**src/rtl/branch_ctrl_pkg.sv**
```systemverilog
// Shared types for the branch controller: datapath width, opcodes and FSM states.
// Helpers decode which opcodes are handled and which operands each one needs.
package branch_ctrl_pkg;

  localparam int XLEN = 32;

  typedef logic [XLEN-1:0] data_t;
  typedef logic [6:0]      opcode_t;

  localparam opcode_t BRANCH = 7'b1100011;
  localparam opcode_t JALR   = 7'b1100111;
  localparam opcode_t JAL    = 7'b1101111;

  typedef enum logic [1:0] {IDLE, EVAL, REDIRECT, FLUSH} br_state_t;

  function automatic logic is_bj_op(input opcode_t op);
    return (op == BRANCH) || (op == JALR) || (op == JAL);
  endfunction

  // JAL resolves on pc + imm alone, so it never waits for operands.
  function automatic logic ops_ready(input opcode_t op, input logic ok1, input logic ok2);
    case (op)
      BRANCH:  return ok1 & ok2;
      JALR:    return ok1;
      default: return 1'b1;
    endcase
  endfunction

endpackage

```
**src/rtl/branch_ctrl_if.sv**
```systemverilog
// Decode/fetch-facing bundle of the branch controller; master drives requests,
// slave is the controller view.
interface branch_ctrl_if #(
  parameter int CNT_W = 16
);
  import branch_ctrl_pkg::*;

  logic             br_valid;
  logic             br_ready;
  data_t            br_instr;
  data_t            br_pc;
  data_t            rs1;
  data_t            rs2;
  logic             rs1_ok;
  logic             rs2_ok;
  logic             kill;
  logic             stall_de;
  logic             redirect_valid;
  logic             redirect_ready;
  data_t            redirect_pc;
  logic             flush;
  logic             resolve_done;
  logic             misalign_err;
  logic [CNT_W-1:0] br_cnt;
  logic [CNT_W-1:0] taken_cnt;

  modport master (
    output br_valid, br_instr, br_pc, rs1, rs2, rs1_ok, rs2_ok, kill, redirect_ready,
    input  br_ready, stall_de, redirect_valid, redirect_pc, flush, resolve_done,
           misalign_err, br_cnt, taken_cnt
  );

  modport slave (
    input  br_valid, br_instr, br_pc, rs1, rs2, rs1_ok, rs2_ok, kill, redirect_ready,
    output br_ready, stall_de, redirect_valid, redirect_pc, flush, resolve_done,
           misalign_err, br_cnt, taken_cnt
  );

endinterface

```
**src/rtl/branch_ctrl_pc_adder.sv**
```systemverilog
// Combinational branch/jump resolver: take decision and target for BRANCH, JAL, JALR.
// Zero latency; no flow control.
module pc_adder
  import branch_ctrl_pkg::*;
(
  input  data_t instr,
  input  data_t pc,
  input  data_t rs1,
  input  data_t rs2,
  output logic  bj_sel,
  output data_t pc_bj
);

  data_t imm_b, imm_i, imm_j;

  assign imm_b = {{20{instr[31]}}, instr[7], instr[30:25], instr[11:8], 1'b0};
  assign imm_i = {{21{instr[31]}}, instr[30:20]};
  assign imm_j = {{12{instr[31]}}, instr[19:12], instr[20], instr[30:21], 1'b0};

  always_comb begin
    bj_sel = 1'b0;
    pc_bj  = pc + imm_b;
    case (instr[6:0])
      BRANCH: begin
        case (instr[14:12])
          3'b000:  bj_sel = (rs1 == rs2);
          3'b001:  bj_sel = (rs1 != rs2);
          3'b100:  bj_sel = ($signed(rs1) <  $signed(rs2));
          3'b101:  bj_sel = ($signed(rs1) >= $signed(rs2));
          3'b110:  bj_sel = (rs1 <  rs2);
          3'b111:  bj_sel = (rs1 >= rs2);
          default: bj_sel = 1'b0;
        endcase
      end
      JAL: begin
        bj_sel = 1'b1;
        pc_bj  = pc + imm_j;
      end
      JALR: begin
        bj_sel = 1'b1;
        pc_bj  = (rs1 + imm_i) & ~data_t'(1);
      end
      default: ;
    endcase
  end

endmodule

```
**src/rtl/branch_ctrl.sv**
```systemverilog
// Single-entry branch resolver: accept in IDLE, resolve in EVAL (1 cycle once operands ok),
// then hold a redirect until fetch accepts it and keep flush up for FLUSH_CYC cycles.
module branch_ctrl
  import branch_ctrl_pkg::*;
#(
  parameter int FLUSH_CYC = 2,
  parameter int CNT_W     = 16
) (
  input logic        clk,
  input logic        rst,
  branch_ctrl_if.slave bus
);

  localparam logic [3:0] FLUSH_LOAD = (FLUSH_CYC == 0) ? 4'd0 : 4'(FLUSH_CYC - 1);

  br_state_t        state_q, state_d;
  data_t            instr_q, instr_d;
  data_t            pc_q, pc_d;
  data_t            redirect_pc_q, redirect_pc_d;
  logic [3:0]       flush_cnt_q, flush_cnt_d;
  logic [CNT_W-1:0] br_cnt_q, br_cnt_d;
  logic [CNT_W-1:0] taken_cnt_q, taken_cnt_d;

  logic  bj_sel;
  data_t pc_bj;
  logic  ops_ok, misalign, resolve_go, rd_hs;

  pc_adder u_pc_adder (
    .instr  (instr_q),
    .pc     (pc_q),
    .rs1    (bus.rs1),
    .rs2    (bus.rs2),
    .bj_sel (bj_sel),
    .pc_bj  (pc_bj)
  );

  assign ops_ok     = ops_ready(instr_q[6:0], bus.rs1_ok, bus.rs2_ok);
  assign misalign   = (pc_bj[1:0] != 2'b00);
  assign resolve_go = (state_q == EVAL) && !bus.kill && ops_ok;
  assign rd_hs      = (state_q == REDIRECT) && bus.redirect_ready;

  always_ff @(posedge clk) begin
    if (rst) begin
      state_q       <= IDLE;
      instr_q       <= '0;
      pc_q          <= '0;
      redirect_pc_q <= '0;
      flush_cnt_q   <= '0;
      br_cnt_q      <= '0;
      taken_cnt_q   <= '0;
    end else begin
      state_q       <= state_d;
      instr_q       <= instr_d;
      pc_q          <= pc_d;
      redirect_pc_q <= redirect_pc_d;
      flush_cnt_q   <= flush_cnt_d;
      br_cnt_q      <= br_cnt_d;
      taken_cnt_q   <= taken_cnt_d;
    end
  end

  always_comb begin
    state_d       = state_q;
    instr_d       = instr_q;
    pc_d          = pc_q;
    redirect_pc_d = redirect_pc_q;
    flush_cnt_d   = flush_cnt_q;
    br_cnt_d      = br_cnt_q;
    taken_cnt_d   = taken_cnt_q;
    case (state_q)
      IDLE: begin
        // Non-branch opcodes are consumed here and simply vanish.
        if (bus.br_valid && !bus.kill && is_bj_op(bus.br_instr[6:0])) begin
          instr_d = bus.br_instr;
          pc_d    = bus.br_pc;
          state_d = EVAL;
        end
      end
      EVAL: begin
        if (bus.kill) begin
          state_d = IDLE;
        end else if (ops_ok) begin
          br_cnt_d = (br_cnt_q == '1) ? br_cnt_q : br_cnt_q + 1'b1;
          if (bj_sel && !misalign) begin
            taken_cnt_d   = (taken_cnt_q == '1) ? taken_cnt_q : taken_cnt_q + 1'b1;
            redirect_pc_d = pc_bj;
            state_d       = REDIRECT;
          end else begin
            state_d = IDLE;
          end
        end
      end
      REDIRECT: begin
        if (bus.redirect_ready) begin
          if (FLUSH_CYC == 0) begin
            state_d = IDLE;
          end else begin
            flush_cnt_d = FLUSH_LOAD;
            state_d     = FLUSH;
          end
        end
      end
      FLUSH: begin
        if (flush_cnt_q == 4'd0) state_d = IDLE;
        else                     flush_cnt_d = flush_cnt_q - 4'd1;
      end
      default: state_d = IDLE;
    endcase
  end

  always_comb begin
    bus.br_ready       = (state_q == IDLE) && !bus.kill;
    bus.stall_de       = ((state_q == EVAL) && !ops_ok) || (state_q == REDIRECT);
    bus.redirect_valid = (state_q == REDIRECT);
    bus.flush          = (state_q == REDIRECT) || (state_q == FLUSH);
    bus.resolve_done   = (resolve_go && (!bj_sel || misalign))
                       || (rd_hs && (FLUSH_CYC == 0))
                       || ((state_q == FLUSH) && (flush_cnt_q == 4'd0));
    bus.misalign_err   = resolve_go && bj_sel && misalign;
  end

  assign bus.redirect_pc = redirect_pc_q;
  assign bus.br_cnt      = br_cnt_q;
  assign bus.taken_cnt   = taken_cnt_q;

endmodule

```
**src/flat_wrapper.sv**
```systemverilog
// flat-port wrapper written by rule: the top's interface ports become plain ports
module branch_ctrl_flat import branch_ctrl_pkg::*;
#(
  parameter int FLUSH_CYC = 2,
  parameter int CNT_W     = 16
)
  (clk, rst, bus_br_valid, bus_br_instr, bus_br_pc, bus_rs1, bus_rs2, bus_rs1_ok, bus_rs2_ok, bus_kill, bus_redirect_ready, bus_br_ready, bus_stall_de, bus_redirect_valid, bus_redirect_pc, bus_flush, bus_resolve_done, bus_misalign_err, bus_br_cnt, bus_taken_cnt);
  branch_ctrl_if #(.CNT_W(CNT_W)) bus_i ();
  input logic clk;
  input logic rst;
  input wire logic [$bits(bus_i.br_valid)-1:0] bus_br_valid;
  input wire logic [$bits(bus_i.br_instr)-1:0] bus_br_instr;
  input wire logic [$bits(bus_i.br_pc)-1:0] bus_br_pc;
  input wire logic [$bits(bus_i.rs1)-1:0] bus_rs1;
  input wire logic [$bits(bus_i.rs2)-1:0] bus_rs2;
  input wire logic [$bits(bus_i.rs1_ok)-1:0] bus_rs1_ok;
  input wire logic [$bits(bus_i.rs2_ok)-1:0] bus_rs2_ok;
  input wire logic [$bits(bus_i.kill)-1:0] bus_kill;
  input wire logic [$bits(bus_i.redirect_ready)-1:0] bus_redirect_ready;
  output wire logic [$bits(bus_i.br_ready)-1:0] bus_br_ready;
  output wire logic [$bits(bus_i.stall_de)-1:0] bus_stall_de;
  output wire logic [$bits(bus_i.redirect_valid)-1:0] bus_redirect_valid;
  output wire logic [$bits(bus_i.redirect_pc)-1:0] bus_redirect_pc;
  output wire logic [$bits(bus_i.flush)-1:0] bus_flush;
  output wire logic [$bits(bus_i.resolve_done)-1:0] bus_resolve_done;
  output wire logic [$bits(bus_i.misalign_err)-1:0] bus_misalign_err;
  output wire logic [$bits(bus_i.br_cnt)-1:0] bus_br_cnt;
  output wire logic [$bits(bus_i.taken_cnt)-1:0] bus_taken_cnt;
  assign bus_i.br_valid = bus_br_valid;
  assign bus_i.br_instr = bus_br_instr;
  assign bus_i.br_pc = bus_br_pc;
  assign bus_i.rs1 = bus_rs1;
  assign bus_i.rs2 = bus_rs2;
  assign bus_i.rs1_ok = bus_rs1_ok;
  assign bus_i.rs2_ok = bus_rs2_ok;
  assign bus_i.kill = bus_kill;
  assign bus_i.redirect_ready = bus_redirect_ready;
  assign bus_br_ready = bus_i.br_ready;
  assign bus_stall_de = bus_i.stall_de;
  assign bus_redirect_valid = bus_i.redirect_valid;
  assign bus_redirect_pc = bus_i.redirect_pc;
  assign bus_flush = bus_i.flush;
  assign bus_resolve_done = bus_i.resolve_done;
  assign bus_misalign_err = bus_i.misalign_err;
  assign bus_br_cnt = bus_i.br_cnt;
  assign bus_taken_cnt = bus_i.taken_cnt;
  branch_ctrl #(.FLUSH_CYC(FLUSH_CYC), .CNT_W(CNT_W)) u_core (.clk(clk), .rst(rst), .bus(bus_i));
endmodule
```
**config.mk**
```make
export PLATFORM = sky130hd
export DESIGN_NAME = branch_ctrl_flat
export DESIGN_NICKNAME = d
export VERILOG_FILES = /design/src/rtl/branch_ctrl_pkg.sv /design/src/rtl/branch_ctrl_if.sv /design/src/rtl/branch_ctrl_pc_adder.sv /design/src/rtl/branch_ctrl.sv /design/src/flat_wrapper.sv
export SDC_FILE = /design/constraint.sdc
export NUM_CORES = 1
export LEC_CHECK = 0
export CORE_MARGIN = 2
export CORE_UTILIZATION = 38
export DETAILED_ROUTE_END_ITERATION = 8
export SETUP_SLACK_MARGIN = 0.1
export SYNTH_ARGS = -nofsm -noshare
export SYNTH_HDL_FRONTEND = slang
export SYNTH_SLANG_ARGS = --single-unit
```
**constraint.sdc**
```tcl
create_clock -name clk -period 12 [get_ports clk]
set_input_delay 3 -clock clk [delete_from_list [all_inputs] [get_ports clk]]
set_output_delay 3 -clock clk [all_outputs]
set_load 0.005 [all_outputs]
```
After elaboration in Yosys (flattened, before gate mapping)
Cells that the tools add are included.
{"block": "op_classes", "reduce_logical": 33, "n_lt_le_gt_ge": 4, "addsub": 6, "eq_ne": 23, "mux": 14, "bitwise_logic": 4}
{"cell": "adder 32 bit", "count": 3}
{"cell": ">= comparator 32 bit", "count": 2}
{"cell": "less-than comparator 32 bit", "count": 2}
{"cell": "one-hot mux 32 bit (2 select lines)", "count": 1}
{"cell": "== test 7 bit, second input constant", "count": 6}
{"cell": "adder 16 x 1 -> 16 bit, second input constant", "count": 2}
{"cell": "== test 16 bit, second input constant", "count": 2}
{"cell": "== test 32 bit", "count": 1}
{"cell": "!= test 32 bit", "count": 1}
{"cell": "== test 3 bit, second input constant", "count": 4}
{"cell": "two-way mux 2 bit", "count": 6}
{"cell": "AND reduction 4 bit", "count": 3}
{"cell": "logical AND 1 bit", "count": 11}
{"cell": "two-way mux 4 bit", "count": 2}
{"cell": "one-hot mux 2 bit (4 select lines)", "count": 1}
{"cell": "one-hot mux 4 bit (2 select lines)", "count": 1}
{"cell": "logical OR 1 bit", "count": 6}
{"cell": "one-hot mux 1 bit (6 select lines)", "count": 1}
{"cell": "AND reduction 5 bit", "count": 1}
{"cell": "== test 2 bit, second input constant", "count": 2}
{"cell": "logical NOT 1 bit", "count": 4}
{"cell": "logical NOT 4 bit", "count": 1}
{"cell": "!= test 2 x 1 -> 1 bit, second input constant", "count": 2}
{"cell": "!= test 2 bit, second input constant", "count": 2}
{"cell": "other kinds (13)", "count": 17}
{"block": "word_totals", "wordCells": 91, "register_bits": 134, "input_bits": 135, "output_inout_bits": 70}

Longest topological paths before layout
{"block": "depth", "depth_word": 9, "depth_mapped": 18, "ltp_nobuf": 16}

Cells and area by module
A second synthesis with hierarchy kept.
{"block": "unflattened", "cells_unflattened": 1271, "area_unflattened_um2": 9615.5}
{"module": "branch_ctrl", "area_per_inst_um2": 5302.6, "seq_area_each_um2": 2682.6, "instances": 1, "cells_per_inst": 654}
{"module": "pc_adder", "area_per_inst_um2": 4312.9, "seq_area_each_um2": 0.0, "instances": 1, "cells_per_inst": 617}

Least setup slack after synthesis
Ideal clock, no wire load.
{"block": "synth_path", "kind": "input -> output", "from": "input port bus_rs2[31]", "to": "output port bus_resolve_done", "n_path_buf": 1, "path_slack_ns": 3.804, "required_ns": 9.000, "path_stages": 11, "arrival_time_ns": 5.196, "cell_sequence": "inv_1 -> ha_1 -> a21oi_1 -> o21ai_1 -> a2111oi_2 -> a31oi_1 -> a211o_1 -> a311oi_2 -> a2bb2oi_2 -> clkbuf_1 -> a32o_1"}
{"block": "synth_via", "elab_chain_cells": 7, "elab_cells_between_ends": 12, "cone_classes": "order compare: 4; eq/ne: 2; mux: 2; reduce/logical: 4"}
{"element": "start, declared", "line": "flat_wrapper.sv:15", "source": "input wire logic [$bits(bus_i.rs2)-1:0] bus_rs2;"}
{"element": ">= comparator 32 bit, or another cell as far along", "line": "branch_ctrl_pc_adder.sv:31", "source": "3'b111: bj_sel = (rs1 >= rs2);"}
{"element": "one-hot mux 1 bit (6 select lines) *", "line": "branch_ctrl_pc_adder.sv:25", "source": "case (instr[14:12])"}
{"element": "one-hot mux 1 bit (2 select lines) *", "line": "branch_ctrl_pc_adder.sv:23", "source": "case (instr[6:0])"}
{"element": "logical NOT 1 bit *", "line": "branch_ctrl.sv:116", "source": "bus.resolve_done = (resolve_go && (!bj_sel || misalign))"}
{"element": "logical OR 1 bit *", "line": "branch_ctrl.sv:116"}
{"element": "logical AND 1 bit *", "line": "branch_ctrl.sv:116"}
{"element": "logical OR 1 bit *", "line": "branch_ctrl.sv:118", "source": "|| ((state_q == FLUSH) && (flush_cnt_q == 4'd0));"}
{"element": "end, declared", "line": "flat_wrapper.sv:25", "source": "output wire logic [$bits(bus_i.resolve_done)-1:0] bus_resolve_done;"}
Every way passes the cells marked *; elsewhere a longest branch is shown, timed or not.

Worst setup path after layout
{"block": "layout_path", "from": "input port bus_rs2[26]", "to": "output port bus_resolve_done"}
The elaborated chain is that of the path after synthesis.

==> results.toml <==
[cells_and_area]
nets = 1653
final_common_cell = "clkdlybuf4s50_1"
layout.cells.non_filler = 1758
final_layout_size_suffix_gt1_frac = 0.0433
design_area_um2 = 12300
fillers = 2471
final_cell_mix = "clkdlybuf4s50_1, nand2_1, a21oi_1"
syn2layout_area_growth_pct = 30.5

[power_and_ir_drop]
sequentialPowerShare = 0.417
peakVddDrop_mv = 0.0844
p_leak_nw = 4.99
p_int_mw = 0.787
sw_frac_of_total = 0.264
combPwrFrac = 0.103
p_switching_mw = 0.282
clockPowerShare = 0.480
power_density_nw_per_um2 = 86.6
power_mw = 1.07

[route]
wl_per_cell_um = 16.1
drtPass1Iterations = 6
drt-total-wl_um = 28400
vias_per_cell = 5.29
via_count = 9304
drc = 0
ant_nets = 0
drt-initial-drc-count = 452

[sta]
max_clock_freq_ghz = 0.0998
fin_tns_setup_ns = 0
slew_violations = 0
worst_pin_slew_ns = 1.14
finalWorstPathRequiredPeriod_ns = 10.02
hold_violations = 0
finalSetupViolations = 0
finalClockSkew_ns = 0.0122
rsz0062_at_grt = "no"
maxSlewHeadroom = 0.243
fin_crit_sh = 0.835

[floorplan]
io_pins = 205
die_h_um = 162
dieArea_um2 = 26200
dieWidth_um = 162
start_util = 0.388
core_area_um2 = 24400
rows = 57

[clocking]
root_buffer = "clkbuf_16"
clockBufferDepth = 2
clock-sinks = 134
cts_hold_buf = 0
clkLatencyLatePin_ns = 0.43
cts_tree = "done"
cts_buffers = 17
cts_resized = 0
cts_max_level = 4
post-cts-setup-buffers = 0
cts.clk_slew.worst_paths_ns = 0.07

[yosys]
synth_largest_area_cell = "dfxtp_1"
synth_fp_nets = 1474
synth.area.top_cells = "dfxtp_1, ha_1, a21oi_1, nand2_1, nor2_1"
syn_avg_cell_area_um2 = 7.62
synth_cells = 1241
synth_cell_type_count = 60
netlist_area_um2 = 9450
synth_edf_count = 0
async_reset_ff_frac = 0
yosys_warnings = 0
ys_seq_elements = 134
ys_seq_area_frac = 0.284
synth_ff_type = "dfxtp_1"
yosysTopAreaCellShare = 0.284

[critical_path]
cp_slowest_cell = "nor4_1"
crit_fanout = 15
endpoint_kind = "output port"
cpPeakStageDelay_ns = 0.72
r2r_cells = 17
start_kind = "input port"
cp.depth = 12
criticalPathCategory = "in2out"
worstPathArrival_ns = 7.02
worstReg2RegStart = "u_core.instr_q[4]"
path_delay_family = "compound AO/OA/AOI/OAI gates"
worstPathCellList = "clkdlybuf4s50_1, inv_1, ha_1, nand4_1, nor4_1, nor2_1, a31oi_1, a211o_1, a311oi_2, a2bb2oi_2, a32o_1, clkdlybuf4s50_1"
critPathLaunch = "bus_rs2[26]"
worstPathRequired_ns = 9.00
cpMostUsedCell = "clkdlybuf4s50_1"
critPathBufInv = 3

[worst_hold_path]
hold_depth = 2
hold_class = "reg2reg"
min_from = "u_core.instr_q[9]"

[run]
max_cap_violations = 0

[global_routing]
grtUsageTotal = 0.217
overflow = 0
antenna_found_initial = 1
grt_pass1_vias = 8939
grt_pass1_wl_um = 46000
grt_max_degree = 90

[placed_design]
dp.cells = 1725
portBuffers = 204
dpl.hpwl_um = 21400
place_area_um2 = 11800
gp_congestion = 0.918

[status]
status = "finished clean"
-- registers in the layout, summed over array words and instances, names as in the netlist, named ones only --
name                    count
u_core.bus.taken_cnt       16
u_core.bus.br_cnt          16
u_core.pc_q                32
u_core.instr_q             32
u_core.state_q              1
u_core.bus.redirect_pc     32
u_core.flush_cnt_q          4
-- power by group through the flow --
stage | Clock, mW | Combinational [mW] | Sequential, mW
after floorplan | 0 | 0.0486 | 0.456
after global placement | 0 | 0.109 | 0.456
after detailed placement | 0 | 0.110 | 0.456
after CTS | 0.523 | 0.111 | 0.446
after global routing | 0.544 | 0.123 | 0.446
final | 0.513 | 0.110 | 0.446
-- area by class of cell --
type                            count  area, µm²  area share
Sequential cell                   134       2680       0.217
Timing Repair Buffer              211       2090       0.170
Clock inverter                     14        129      0.0104
Multi-Input combinational cell    998       6370       0.516
Tap cell                          324        405      0.0329
Antenna cell                        1       2.50    0.000203
Inverter                           58        218      0.0176
Clock buffer                       18        439      0.0356
-- synthesized netlist by cell type, types with 4 or more instances --
| master | instances |
|---|---|
| nand2_1 | 185 |
| a21oi_1 | 149 |
| dfxtp_1 | 134 |
| nor2_1 | 120 |
| ha_1 | 96 |
| inv_1 | 58 |
| o21ai_0 | 50 |
| clkbuf_1 | 48 |
| a21o_1 | 41 |
| xnor2_1 | 38 |
| a211oi_1 | 37 |
| xor2_1 | 26 |
| nand3_1 | 21 |
| nor2b_1 | 21 |
| nand4_1 | 20 |
| nor3_1 | 17 |
| nand2b_1 | 15 |
| and3_1 | 13 |
| o21a_1 | 13 |
| a31oi_1 | 12 |
| mux2_2 | 10 |
| nor4_1 | 10 |
| o211ai_1 | 9 |
| o21bai_1 | 9 |
| or3_1 | 8 |
| mux2i_1 | 6 |
| nor3b_1 | 5 |
| a211o_1 | 4 |
| o31ai_1 | 4 |
-- logic make-up after synthesis --
family,after synthesis,share of synthesized area
AOI/OAI and AO/OA,363,0.241
xor gates and xnor gates,64,0.0593
adders and majority gates,98,0.131
buffers and inverters,109,0.0437
DFF,134,0.284
muxes,16,0.0183
and+or+nand+nor,457,0.223
-- final timing paths --
kind | end | slack, ns
setup / recovery | bus_resolve_done | 1.98
hold / removal | u_core.instr_q[9] | 0.46
setup reg to reg | u_core.bus.redirect_pc[31] | 7.33
hold reg to reg | u_core.instr_q[9] | 0.46
-- per-layer routing --
layer  share of wire  up-vias  GRT usage
met5               0        -          0
met4           0.014        0     0.0507
met3           0.054       26     0.0411
met2            0.45      211      0.348
met1            0.48     4281      0.302
li1                -     4786          -
-- metrics by stage --
| step | hold slack [ns] | utilization | setup WS [ns] |
|---|---|---|---|
| 6_report | 0.460 | 0.506 | 1.98 |
| 5_1_grt | 0.482 | 0.506 | 1.73 |
| 4_1_cts | 0.462 | 0.506 | 1.92 |
| 3_5_place_dp | 0.451 | 0.483 | 1.94 |
| 3_3_place_gp | 0.448 | 0.483 | 1.95 |
| 2_1_floorplan | 0.434 | - | 3.80 |
-- worst min-delay path: stages (launching register included) --
cell     delay (ns)
dfxtp_1        0.31
nand2_1        0.05
a21oi_1        0.05
Note: power is estimated with default switching activity, not from simulation.
